**config.mk**
```make
export PLATFORM = sky130hd
export DESIGN_NAME = led_matrix_scan
export DESIGN_NICKNAME = d
export VERILOG_FILES = /design/src/rtl/led_matrix_pkg.sv /design/src/rtl/led_tick_gen.sv /design/src/rtl/led_matrix_scan.sv
export SDC_FILE = /design/constraint.sdc
export NUM_CORES = 1
export LEC_CHECK = 0
export CAP_MARGIN = 20
export CELL_PAD_IN_SITES_DETAIL_PLACEMENT = 1
export CELL_PAD_IN_SITES_GLOBAL_PLACEMENT = 1
export CORE_ASPECT_RATIO = 1.75
export CORE_MARGIN = 4
export CORE_UTILIZATION = 39
export DETAILED_ROUTE_END_ITERATION = 6
export PLACE_DENSITY = 0.67
export SLEW_MARGIN = 20
export SYNTH_ARGS = -nofsm -noshare
export SYNTH_HDL_FRONTEND = slang
export SYNTH_SLANG_ARGS = --single-unit
```
**constraint.sdc**
```tcl
create_clock -name clk -period 3.6 [get_ports clk]
set_input_delay 0.72 -clock clk [delete_from_list [all_inputs] [get_ports clk]]
set_output_delay 0.72 -clock clk [all_outputs]
set_load 0.05 [all_outputs]
```
**src/rtl/led_matrix_pkg.sv**
```systemverilog
// Shared types and constants for the 4x4 LED matrix scanner.
package led_matrix_pkg;

    localparam int ROWS = 4;
    localparam int COLS = 4;

    typedef logic [1:0] row_idx_t;
    typedef logic [1:0] col_idx_t;

    typedef enum logic [1:0] {
        IDLE,
        BLANK,
        ON
    } state_t;

    function automatic logic [ROWS-1:0] row_onehot(input row_idx_t r);
        logic [ROWS-1:0] v;
        v    = '0;
        v[r] = 1'b1;
        return v;
    endfunction

endpackage

```
**src/rtl/led_tick_gen.sv**
```systemverilog
// PWM tick prescaler: one tick every PRESCALE cycles while run is high, held at 0 otherwise.
module led_tick_gen #(
    parameter int PRESCALE = 2
) (
    input  logic clk,
    input  logic rst,
    input  logic run,
    output logic tick
);

    localparam int CNT_W = (PRESCALE > 1) ? $clog2(PRESCALE) : 1;
    localparam logic [CNT_W-1:0] CNT_LAST = CNT_W'(PRESCALE - 1);

    logic [CNT_W-1:0] cnt_reg;

    always_ff @(posedge clk) begin
        if (rst || !run) begin
            cnt_reg <= '0;
        end else if (cnt_reg == CNT_LAST) begin
            cnt_reg <= '0;
        end else begin
            cnt_reg <= cnt_reg + CNT_W'(1);
        end
    end

    assign tick = run && (cnt_reg == CNT_LAST);

endmodule

```
**src/rtl/led_matrix_scan.sv**
```systemverilog
// 4x4 LED matrix row scanner with PWM brightness and inter-row blanking.
// Define LED_MATRIX_DOUBLE_BUF_EN for a front/back framebuffer pair swapped at frame end.
module led_matrix_scan
    import led_matrix_pkg::*;
#(
    parameter int PRESCALE    = 2,
    parameter int BRIGHT_W    = 4,
    parameter int BLANK_TICKS = 2
) (
    input  logic                clk,
    input  logic                rst,
    input  logic                en,
    input  logic                wr_en,
    input  logic [1:0]          wr_row,
    input  logic [1:0]          wr_col,
    input  logic [BRIGHT_W-1:0] wr_data,
    input  logic                swap_req,
    output logic [3:0]          aled,
    output logic [3:0]          kled_oe,
    output logic                frame_tick,
    output logic                swap_pending
);

`ifdef LED_MATRIX_DOUBLE_BUF_EN
    localparam int NBANK = 2;
`else
    localparam int NBANK = 1;
`endif
    localparam int NPIX    = NBANK * ROWS * COLS;
    localparam int ADDR_W  = $clog2(NPIX);
    localparam int BLANK_W = (BLANK_TICKS > 1) ? $clog2(BLANK_TICKS) : 1;
    localparam logic [BLANK_W-1:0]  BLANK_LAST = BLANK_W'((BLANK_TICKS > 0) ? BLANK_TICKS - 1 : 0);
    localparam logic [BRIGHT_W-1:0] PWM_LAST   = BRIGHT_W'((1 << BRIGHT_W) - 2);
    localparam state_t ROW_START = (BLANK_TICKS == 0) ? ON : BLANK;

    state_t             state_reg, state_next;
    row_idx_t           row_reg, row_next;
    logic [BRIGHT_W-1:0] pwm_reg, pwm_next;
    logic [BLANK_W-1:0]  blank_reg, blank_next;
    logic               frame_end;
    logic               tick;

    logic [ROWS-1:0]    aled_reg;
    logic [COLS-1:0]    kled_reg;
    logic [COLS-1:0]    lit;

    logic [ADDR_W-1:0]  wr_idx;
    logic [ADDR_W-1:0]  rd_base;
    logic [NPIX-1:0][BRIGHT_W-1:0] fb_q;

    led_tick_gen #(
        .PRESCALE(PRESCALE)
    ) u_tick (
        .clk (clk),
        .rst (rst),
        .run (state_reg != IDLE),
        .tick(tick)
    );

    always_ff @(posedge clk) begin
        if (rst) begin
            state_reg <= IDLE;
            row_reg   <= '0;
            pwm_reg   <= '0;
            blank_reg <= '0;
        end else begin
            state_reg <= state_next;
            row_reg   <= row_next;
            pwm_reg   <= pwm_next;
            blank_reg <= blank_next;
        end
    end

    always_comb begin
        state_next = state_reg;
        row_next   = row_reg;
        pwm_next   = pwm_reg;
        blank_next = blank_reg;
        frame_end  = 1'b0;
        if (!en) begin
            state_next = IDLE;
            row_next   = '0;
            pwm_next   = '0;
            blank_next = '0;
        end else begin
            case (state_reg)
                IDLE: begin
                    state_next = ROW_START;
                    pwm_next   = '0;
                    blank_next = '0;
                end
                BLANK: begin
                    if (tick) begin
                        if (blank_reg == BLANK_LAST) begin
                            state_next = ON;
                            pwm_next   = '0;
                            blank_next = '0;
                        end else begin
                            blank_next = blank_reg + BLANK_W'(1);
                        end
                    end
                end
                ON: begin
                    if (tick) begin
                        if (pwm_reg == PWM_LAST) begin
                            // Last PWM slot of this row: advance and flag the frame end after row 3
                            row_next   = row_reg + row_idx_t'(1);
                            state_next = ROW_START;
                            pwm_next   = '0;
                            frame_end  = (row_reg == row_idx_t'(ROWS - 1));
                        end else begin
                            pwm_next = pwm_reg + BRIGHT_W'(1);
                        end
                    end
                end
                default: state_next = IDLE;
            endcase
        end
    end

    // Bank select and swap handshake
`ifdef LED_MATRIX_DOUBLE_BUF_EN
    logic bank_sel_reg;
    logic swap_pending_reg;

    always_ff @(posedge clk) begin
        if (rst) begin
            bank_sel_reg     <= 1'b0;
            swap_pending_reg <= 1'b0;
        end else if (frame_end && (swap_pending_reg || swap_req)) begin
            bank_sel_reg     <= ~bank_sel_reg;
            swap_pending_reg <= 1'b0;
        end else if (swap_req) begin
            swap_pending_reg <= 1'b1;
        end
    end

    assign wr_idx       = {~bank_sel_reg, wr_row, wr_col};
    assign rd_base      = {bank_sel_reg, row_reg, 2'b00};
    assign swap_pending = swap_pending_reg;
`else
    logic unused_swap_req;

    assign unused_swap_req = swap_req;
    assign wr_idx          = {wr_row, wr_col};
    assign rd_base         = {row_reg, 2'b00};
    assign swap_pending    = 1'b0;
`endif

    // Framebuffer kept in flops: it must clear on reset and be readable by all columns at once
    for (genvar gi = 0; gi < NPIX; gi++) begin : g_pix
        logic [BRIGHT_W-1:0] pix_reg;

        always_ff @(posedge clk) begin
            if (rst) begin
                pix_reg <= '0;
            end else if (wr_en && (wr_idx == ADDR_W'(gi))) begin
                pix_reg <= wr_data;
            end
        end

        assign fb_q[gi] = pix_reg;
    end

    for (genvar gi = 0; gi < COLS; gi++) begin : g_col
        assign lit[gi] = (pwm_reg < fb_q[rd_base + ADDR_W'(gi)]);
    end

    always_ff @(posedge clk) begin
        if (rst) begin
            aled_reg <= '0;
            kled_reg <= '0;
        end else if (en && (state_reg == ON)) begin
            aled_reg <= row_onehot(row_reg);
            kled_reg <= lit;
        end else begin
            aled_reg <= '0;
            kled_reg <= '0;
        end
    end

    assign aled       = aled_reg;
    assign kled_oe    = kled_reg;
    assign frame_tick = frame_end;

endmodule

```
### Word level (Yosys, flattened, before mapping)

Cells that the tools add are included.

* register bits after elaboration: 82
* output and inout bits: 10

* add/sub/neg operators: 7
* reduce and logical (&&, ||, !) cells: 33
* multiplexer cells: 27
* equality and inequality tests: 23
* magnitude comparators: 10
* bitwise gates (word level): 2

Operator list (count)
* binary-select mux 4 bit (select 4 bit): 3
* equality test 4 bit (second input constant): 9
* two-way mux 4 bit: 8
* < comparator 4 x 5 -> 1 bit (second input constant): 4
* logical AND 1 bit: 19
* equality test 4 x 3 -> 1 bit (second input constant): 4
* < comparator 4 bit: 4
* case mux 4 bit (3 select lines): 1
* adder 4 x 1 -> 4 bit (second input constant): 2
* adder 4 x 2 -> 4 bit (second input constant): 2
* binary-select mux 4 bit (select 2 bit): 1
* equality test 4 x 2 -> 1 bit (second input constant): 2
* two-way mux 2 bit: 4
* != test 2 bit (second input constant): 4
* AND reduction 4 bit: 2
* two-way mux 1 bit: 7
* case mux 2 bit (3 select lines): 1
* OR reduction 2 bit: 3
* equality test 2 bit (second input constant): 2
* equality test 4 x 1 -> 1 bit (second input constant): 1
* logical NOT 4 bit: 1
* nonzero test 2 bit: 2
* < comparator 2 x 3 -> 1 bit (second input constant): 1
* AND reduction 3 bit: 1
* 12 further kinds: 14

### Logic depth before layout (Yosys ltp)

* depth after elaboration: 5
* depth in mapped cells: 9
* mapped depth without buffers: 6

### By module

From an unflattened synthesis, not the netlist that was laid out.

* cells, all modules: 405
* area total of the unflattened synthesis: 3877.5 um^2

Modules (own cells, without submodules)
* led_matrix_scan: sequential area each 1621.6 um^2, times used 1, area each 3837.4 um^2, cells an instance 402
* led_tick_gen: sequential area each 20.0 um^2, times used 1, area each 40.0 um^2, cells an instance 3

### Worst setup path after synthesis

OpenSTA, ideal clock, no wires.

* kind: register -> output
* start point: reg pwm_reg[0]
* end point: out frame_tick
* cell stages (with the launch flop): 7
* path slack: 1.263 ns
* arrival: 1.617 ns
* buffers on the path: 1
* data required time: 2.880 ns
* path through: dfxtp_1 -> clkbuf_1 -> inv_1 -> ha_1 -> nand4_1 -> nor3b_2 -> and3_1

* longest elaborated chain between the ends: 5

RTL lines
* start, declared: line led_matrix_scan.sv:38 `logic [BRIGHT_W-1:0] pwm_reg, pwm_next;`
* start signal, assigned: line led_matrix_scan.sv:69 `pwm_reg <= pwm_next;`
* equality test 4 bit: line led_matrix_scan.sv:105 `if (pwm_reg == PWM_LAST) begin`
* two-way mux 1 bit: line led_matrix_scan.sv:105
* two-way mux 1 bit: line led_matrix_scan.sv:104 `if (tick) begin`
* two-way mux 1 bit: line led_matrix_scan.sv:86 `case (state_reg)`
* two-way mux 1 bit: line led_matrix_scan.sv:80 `if (!en) begin`
* end, declared: line led_matrix_scan.sv:20 `output logic frame_tick,`

No other way between the ends.

### Worst setup path after layout

* start point: reg pwm_reg[1]
* end point: out frame_tick

Same word-level chain as after synthesis.

==> results.tsv <==
metric	value	unit
input/output buffers	20	
Inst Count DP	524	
Initial Utilization	0.404	
crit path max fanout	8	
register bit total from synthesis	82	
Logic pwr share	0.047	
sequential power share	0.460	
P&R area growth vs syn	15.0	%
Clock power frac	0.493	
WL met2	5.08	mm
Die Span Y	139	um
CTS tree	built	
cells on worst reg2reg path	6	
cell area after layout	4430	sq um
Via density	5.32	
post-synthesis sequential area ratio	0.426	
core area	9530	sq um
Int Power	0.00158	W
layout cell share with drive strength beyond 1	0.0885	
Critical Path RT	2.88	ns
WL met3	244	um
Setup Viol. Count Final	0	
commonest non-fill, non-tap cell in the layout	dfxtp_1	
FMAX	0.296	GHz
Reg-to-Reg Start	row_reg[1]$_SDFFE_PP0P_	
Routed Antenna Nets	0	
max FFs per register	64	
final hold slack	0.457	ns
TritonCTS Buffers	9	
first-pass GRT wire length	15.7	mm
Synth Area per Inst	9.53	sq um
hpwl dp	6.63	mm
Synth cell types	36	
Yosys warnings	0	
PostCTS Resize Cnt	0	
initial DRC count	83	
via count	2874	
Power per Cell Area	454	nW/um^2
setup_tns	0	ns
top_reg_cell synth	dfxtp_1	
Die W	83.1	um
clk buf depth	2	
Post-CTS Setup Inserts	0	
startpoint types	flip-flop	
WL/cell	17.3	um
Hold Path Depth	2	
Total GRT Usage	0.171	
Post-synth EDFFs	0	
Mapped Area	3850	sq um
largest cells by area after synthesis	dfxtp_1 (43%), mux2i_1 (15%), mux4_2 (7.0%)	
post-route insts no fill	540	
Leak	1.69	nW
status	complete, no violations	
GP Congestion	0.752	
Mapped Nets	435	
post-layout min period	3.37	ns
Rows	47	
Worst Min Path Start	g_pix[0].pix_reg[1]$_SDFFE_PP0P_	
vias in the first global route	3053	
RSZ-0062 raised after global routing	no	
Worst Skew	0.00735	ns
Max Cap Viol	0	
clock-pin slew of the registers on the worst-case setup and hold paths	0.06	ns
top-area cell type share of the netlist area	0.426	
first-pass iteration count of the detailed router	4	
P_sw	0.000435	W
HP Class	reg -> reg	
initial antenna violation count	0	
final hold violation count	0	
antenna cell count	0	
Sw Ratio	0.216	
Syn Inst Count	404	
Root Buffer	clkbuf_16	
Async SR Flop Fraction	0	
die area	11600	sq um
grt total ovfl	0	
Placed Area	4110	sq um
final slew viol count	0	
critical path type	reg -> out	
Worst slew margin	0.512	
most frequent cells in the layout	dfxtp_1 (82), nor2_1 (69), mux2i_1 (56), nand2_1 (21), a21oi_1 (20)	
CP startpoint	pwm_reg[1]$_SDFFE_PP0P_	
met1 wire length	3.80	mm
Slew @ Worst Pin	0.730	ns
worst skew pair latency	0.34	ns
highest routed layer	met4	
period utilization	0.937	
CTS Hold Bufs	0	
total clock sinks	82	
crit path DAT	2.65	ns
cell taking the most area after synthesis	dfxtp_1	
endpoint class of the critical path	primary output	
Ports	23	
largest net degree at the start of global routing	65	
VDD IR max	0.000246	V
residual DRC count	0	
Final nets	444	
R2R Setup Slk	0.98	ns
WL final	9.32	mm
H-tree depth	3	
## path summary, 6_finish.rpt
path | end
worst max-delay path | frame_tick
worst min-delay path | g_pix[0].pix_reg[1]$_SDFFE_PP0P_
worst max register to register | kled_oe[2]$_SDFF_PP0_
worst min register to register | g_pix[0].pix_reg[1]$_SDFFE_PP0P_
## cell type report
| class | instances | area, sq um |
|---|---|---|
| clock buffers | 11 | 243 |
| well taps | 122 | 153 |
| flip-flops and latches | 82 | 1640 |
| repair buffers | 25 | 233 |
| inverters | 17 | 63.8 |
| clock inverters | 5 | 77.6 |
| fillers | 1107 | 5100 |
| multi-input cells | 278 | 2020 |
## layer usage
metal  global-route usage  vias up
li1                     -     1414
met1                0.192     1404
met2                0.308       43
met3               0.0355       13
met4               0.0767        0
met5                    0        -
## metrics by stage
step	power, W	setup WS (ns)	util
floorplan	0.00100	1.26	-
global placement	0.00104	0.606	0.431
detailed placement	0.00104	0.572	0.431
CTS	0.00203	0.205	0.465
global route	0.00209	0.0948	0.465
finish	0.00201	0.225	0.465
## synth_stat cells (2+ instances only)
library cell,count
a2111oi_1,4
a21o_1,4
a21oi_1,20
a22oi_1,2
and3_1,5
buf_2,7
buf_4,3
clkbuf_1,15
dfxtp_1,82
ha_1,18
inv_1,17
mux2i_1,56
mux4_2,12
nand2_1,21
nand2b_1,8
nand3_1,14
nand3b_1,2
nand4_1,2
nor2_1,69
nor2b_1,3
nor3_1,9
nor3b_2,2
o21ai_0,12
o31ai_1,3
or3_1,3
## cells by family after synthesis
logic type / share of synthesized area
AO/OA/AOI/OAI: 0.0725
XOR/XNOR: 0.00228
adder cells (fa/ha/maj): 0.0585
buffers and inverters: 0.0500
flip-flops: 0.426
multiplexers: 0.219
other: 0.000974
AND/OR/NAND/NOR: 0.171
## worst max-delay path, stage by stage (launching register included)
cell             delay (ns)
dfxtp_1                0.52
ha_1                   0.24
nand4_1                0.18
nor3b_2                0.37
and3_1                 0.21
clkdlybuf4s50_1        0.80
## power by group through the flow
stage | registers (W) | logic (W) | clock network [W]
floorplan | 0.000942 | 0.0000590 | 0
global placement | 0.000944 | 0.0000923 | 0
detailed placement | 0.000945 | 0.0000948 | 0
CTS | 0.000924 | 0.0000952 | 0.00102
global route | 0.000925 | 0.000104 | 0.00106
finish | 0.000924 | 0.0000939 | 0.000992
No activity file was read; power rests on OpenSTA's default activity.
